$ cat src/rtl/lane_scroller.sv
// lane_scroller: obstacle-lane engine for the Frogger playfield.
// Holds a ROWS x COLS obstacle bitmap. An internal tick generator, whose
// period depends on the game level, rotates the selected lanes. Each lane is
// a lane_scroller_lane instance that owns its own row register.
// Ports:
//   clk        system clock
//   reset      asynchronous active-high full reset
//   resetGame  synchronous restart (bitmap, tick counter and phase)
//   pause      freezes the lanes and the tick counter
//   level      one-hot level select (0001/0010/0100/1000)
//   obs        registered obstacle bitmap, [ROWS-1:0][COLS-1:0]
//   step       1-cycle pulse in the cycle obs shows a fresh scroll

// One lane: a COLS-bit row that wraps one cell per qualifying tick.
// Ports: clk/reset, restart (sync reload), tick, phase (odd/even tick),
//        row (current contents), moved (row rotates on this edge).
module lane_scroller_lane #(
  parameter int              COLS = 8,
  parameter bit              MOVE = 1'b0,
  parameter bit              DIR  = 1'b0,
  parameter bit              SLOW = 1'b0,
  parameter logic [COLS-1:0] INIT = '0
) (
  input  logic            clk,
  input  logic            reset,
  input  logic            restart,
  input  logic            tick,
  input  logic            phase,
  output logic [COLS-1:0] row,
  output logic            moved
);

  // Slow lanes only advance on the ticks where phase is already 1
  // (2nd, 4th, ... tick after a restart).
  assign moved = tick & MOVE & (~SLOW | phase);

  always_ff @(posedge clk or posedge reset) begin
    if (reset)        row <= INIT;
    else if (restart) row <= INIT;
    else if (moved)   row <= DIR ? {row[0], row[COLS-1:1]}
                                 : {row[COLS-2:0], row[COLS-1]};
  end

endmodule

module lane_scroller #(
  parameter int                   ROWS         = 8,
  parameter int                   COLS         = 8,
  parameter int                   PW           = 26,
  parameter int                   PERIOD_L1    = 12_500_000,
  parameter int                   PERIOD_L2    = 8_333_333,
  parameter int                   PERIOD_L3    = 6_250_000,
  parameter int                   PERIOD_L4    = 5_000_000,
  parameter logic [ROWS-1:0]      MOVE_MASK    = 8'b0111_1110,
  parameter logic [ROWS-1:0]      DIR_MASK     = 8'b0101_0100,
  parameter logic [ROWS-1:0]      SLOW_MASK    = 8'b0000_0000,
  parameter logic [ROWS*COLS-1:0] INIT_PATTERN = 64'h00_36_66_60_C3_60_63_00
) (
  input  logic                           clk,
  input  logic                           reset,
  input  logic                           resetGame,
  input  logic                           pause,
  input  logic [3:0]                     level,
  output logic [ROWS-1:0][COLS-1:0]      obs,
  output logic                           step
);

  logic [PW-1:0]   cnt;
  logic [PW-1:0]   period_m1;
  logic            phase;
  logic            tick;
  logic [ROWS-1:0] moved;

  // Terminal count per level; non-one-hot levels fall back to level 1.
  always_comb begin
    period_m1 = PW'(PERIOD_L1 - 1);
    case (level)
      4'b0010: period_m1 = PW'(PERIOD_L2 - 1);
      4'b0100: period_m1 = PW'(PERIOD_L3 - 1);
      4'b1000: period_m1 = PW'(PERIOD_L4 - 1);
      default: period_m1 = PW'(PERIOD_L1 - 1);
    endcase
  end

  // >= rather than == so that switching to a shorter period while the
  // counter is already past the new terminal count fires on the next edge.
  assign tick = (cnt >= period_m1) & ~pause;

  always_ff @(posedge clk or posedge reset) begin
    if (reset) begin
      cnt   <= '0;
      phase <= 1'b0;
      step  <= 1'b0;
    end else if (resetGame) begin
      cnt   <= '0;
      phase <= 1'b0;
      step  <= 1'b0;
    end else begin
      // moved is all-zero while paused, so step drops during pause too.
      step <= |moved;
      if (tick) begin
        cnt   <= '0;
        phase <= ~phase;
      end else if (!pause) begin
        cnt <= cnt + 1'b1;
      end
    end
  end

  for (genvar r = 0; r < ROWS; r++) begin : g_lane
    lane_scroller_lane #(
      .COLS (COLS),
      .MOVE (MOVE_MASK[r]),
      .DIR  (DIR_MASK[r]),
      .SLOW (SLOW_MASK[r]),
      .INIT (INIT_PATTERN[r*COLS +: COLS])
    ) u_lane (
      .clk     (clk),
      .reset   (reset),
      .restart (resetGame),
      .tick    (tick),
      .phase   (phase),
      .row     (obs[r]),
      .moved   (moved[r])
    );
  end

endmodule

$ cat config.mk
export PLATFORM = sky130hd
export DESIGN_NAME = lane_scroller
export DESIGN_NICKNAME = d
export VERILOG_FILES = /design/src/rtl/lane_scroller.sv
export SDC_FILE = /design/constraint.sdc
export NUM_CORES = 1
export LEC_CHECK = 0
export ABC_AREA = 1
export BUFFER_PORTS_ARGS = -buffer_cell sky130_fd_sc_hd__buf_4
export CORE_ASPECT_RATIO = 0.5
export CORE_UTILIZATION = 42
export CTS_CLUSTER_SIZE = 20
export DETAILED_ROUTE_END_ITERATION = 10
export GPL_ROUTABILITY_DRIVEN = 0
export GPL_TIMING_DRIVEN = 0
export MAX_ROUTING_LAYER = met4
export PLACE_DENSITY = 0.6
export SLEW_MARGIN = 40
export SYNTH_ARGS = -nofsm -noshare
export SYNTH_HDL_FRONTEND = slang
export SYNTH_HIERARCHICAL = 1
export SYNTH_SLANG_ARGS = --single-unit
$ cat constraint.sdc
create_clock -name clk -period 5.96 [get_ports clk]
set_input_delay 0.894 -clock clk [delete_from_list [all_inputs] [get_ports clk]]
set_output_delay 0.894 -clock clk [all_outputs]
set_load 0.02 [all_outputs]
==> metrics.txt <==
half-perimeter wire length after placement 6200 um; final period demand of the worst path 3.59 ns; worst-case setup slack after placement 1.95 ns; Top cell by count, worst path sky130_fd_sc_hd__inv_1; largest stage delay on the critical path 0.39 ns; number of rows created at floorplan 25; category of the most critical setup path input port to flop; part of the power in combinational logic 0.093; number of nets in the finished design 616; effective utilization at floorplan 0.443; Tightest Pin Transition 0.559 ns; post-detailed-route via-to-cell ratio 4.53; final clock skew 0.00507 ns; switching power share of the total 0.243; wire length of the first global-routing pass 14,700 um; clock slew seen by the registers of the worst setup and hold paths 0.06 ns; part of the power in registers 0.459; Iter 0 DRT Violations 238; CP Data Required Time 6.18 ns; clock network fraction of design power 0.448; Critical Path Fanout Max 12; average wire per cell in the routed design 11.6 um; outcome finished clean; post-synthesis cell count 508; worst path cell trace buf_4, inv_1, nor2_2, nand2_2, inv_1, nor2_1, inv_1, nor2_1, inv_1, ha_1, nand2_1, nor2_1, nand2_1, nor2_2, nand3_1, nor2_1, nand3_1, nand3_2, nand2_4, inv_1, buf_6, nor2_4, nand2_1, nand2_1; post-synthesis cell area 4290 um2; R2R Path Start cnt[0]; Register-to-Register Path Depth 17; CTS tree yes; Crit path arrival time 3.81 ns; final design utilization 0.540; CTS H-tree lvls 3; area growth from synthesis to final layout 21.9%; number of routed nets with antenna violations 0; internal power of the cells 0.883 mW; Total Die Area 10,700 um2; Top Ports 73; standby leakage power 2.72 nW; clock tree root driver cell sky130_fd_sc_hd__clkbuf_16; crit start category input port; total of max-cap violations 0; endpoint type of the worst setup path flop; slowest CP cell sky130_fd_sc_hd__inv_1; detailed-routing iteration count for the pre-antenna-repair pass 4; number of hold buffers added after CTS 0; number of port buffers 56; number of fill cells in the layout 925; Hold Path Depth 2; maximum clock frequency 279 MHz; Longest Clk Path Bufs 2; number of buffers added for setup after CTS 0; DRC violations left 0; latest clock arrival within the worst-skew pair 0.33 ns; total of warnings raised by yosys 6; Min-Delay Path Class flop to flop; number of buffers added by the clock tree synthesis step 9; Final Setup Violations 0; share of final-layout standard cells stronger than drive strength 1 0.299; via count of the first global-routing pass 3,048; setup repair after global routing missed its margin no; Worst R2R End step; placeable core region 9700 um2; max-slew violation count 0; Post-Route Setup TNS 0 ns; power density relative to cell area 223 nW/um2; Worst IR Drop VDD 0.154 mV; beginning of the worst hold path g_lane[1].u_lane/row[0]; post-cts gate resize count 0; largest net degree at the start of global routing 31; setup slack on the worst flop-to-flop path 3.42 ns; aggregate global-route resource usage 0.183; worst rel slew slack 0.627; Final Hold Viols 0; number of clock sinks seen by CTS 75; synthesized area per cell 8.45 um2; horizontal die dimension 145 um; vertical die dimension 73.5 um; number of diodes added for antenna fixing 0; initial antenna violation count 0; number of vias in the routed layout 3,309; end point of the worst hold path g_lane[1].u_lane/row[0]; Final WS setup 2.37 ns; post-route clock period utilization 0.602; detailed-route wire length 8500 um; sw power 0.283 mW; global route overflow 0
==> per-layer routing <==
layer	track usage	up-vias	routed length, um	part of all wire
met3	0.0534	4	424	0.050
met4	0.0603	0	52	0.0061
met5	-	-	0	0
met1	0.242	1509	4320	0.51
li1	-	1728	-	-
met2	0.268	68	3700	0.44
==> area by class of cell <==
class                      count  area, um2  area share
clock buffer                  14        274      0.0523
sequential                    75       1900       0.363
buffer                        33        290      0.0554
tap                          135        169      0.0323
inverter                      51        191      0.0366
timing repair buffer          56        420      0.0803
clock inverter                 2       17.5     0.00335
multi-input combinational    365       1970       0.376
==> metrics by stage <==
stage	hold slack, ns	total power, mW	cell area (um2)	cells
after floorplan	0.460	0.617	4350	524
after global placement	0.464	0.652	4940	715
after detailed placement	0.467	0.653	4940	715
after CTS	0.476	1.18	5240	731
after global routing	0.486	1.22	5240	731
final	0.474	1.17	5240	731
==> flip-flops by register name, summed over array words and instances (netlist names) <==
register and count:
cnt 26, step 1, g_lane.u_lane/row 48
==> how the worst max path moves through the flow <==
stage | start | to | slack, ns | cells after the start
floorplan | level[3] | step | 2.65 | 18
global placement | level[3] | g_lane[2].u_lane/row[7] | 1.94 | 24
detailed placement | level[3] | step | 1.95 | 19
CTS | level[3] | step | 2.31 | 19
global route | level[3] | g_lane[2].u_lane/row[1] | 1.97 | 24
finish | level[3] | g_lane[2].u_lane/row[0] | 2.37 | 24
==> placed cells by master, fill, tap and decap left out, drive strengths merged <==
master / count
nand2: 156
buf: 89
nor2: 63
dfrtp: 55
inv: 52
nand3: 44
a21oi: 22
dfstp: 20
xor2: 19
conb: 18
ha: 17
clkbuf: 14
nand4: 6
nor3: 6
xnor2: 4
nor4: 4
o21bai: 1
nand3b: 1
o21ai: 1
a211oi: 1
o31ai: 1
and3b: 1
clkinv: 1
==> power groups by stage <==
stage | registers [mW] | clock network [mW] | logic [mW]
global route | 0.536 | 0.563 | 0.122
detailed placement | 0.543 | 0 | 0.110
global placement | 0.543 | 0 | 0.109
CTS | 0.534 | 0.538 | 0.111
floorplan | 0.551 | 0 | 0.0661
finish | 0.534 | 0.523 | 0.108
==> worst max-delay path: cells and delay by family <==
family,cells,cell delay (ns)
and+or+nand+nor,16,1.54
buffers and inverters,7,1.08
adders and majority gates,1,0.29
Power figures use the tool's default switching activity.
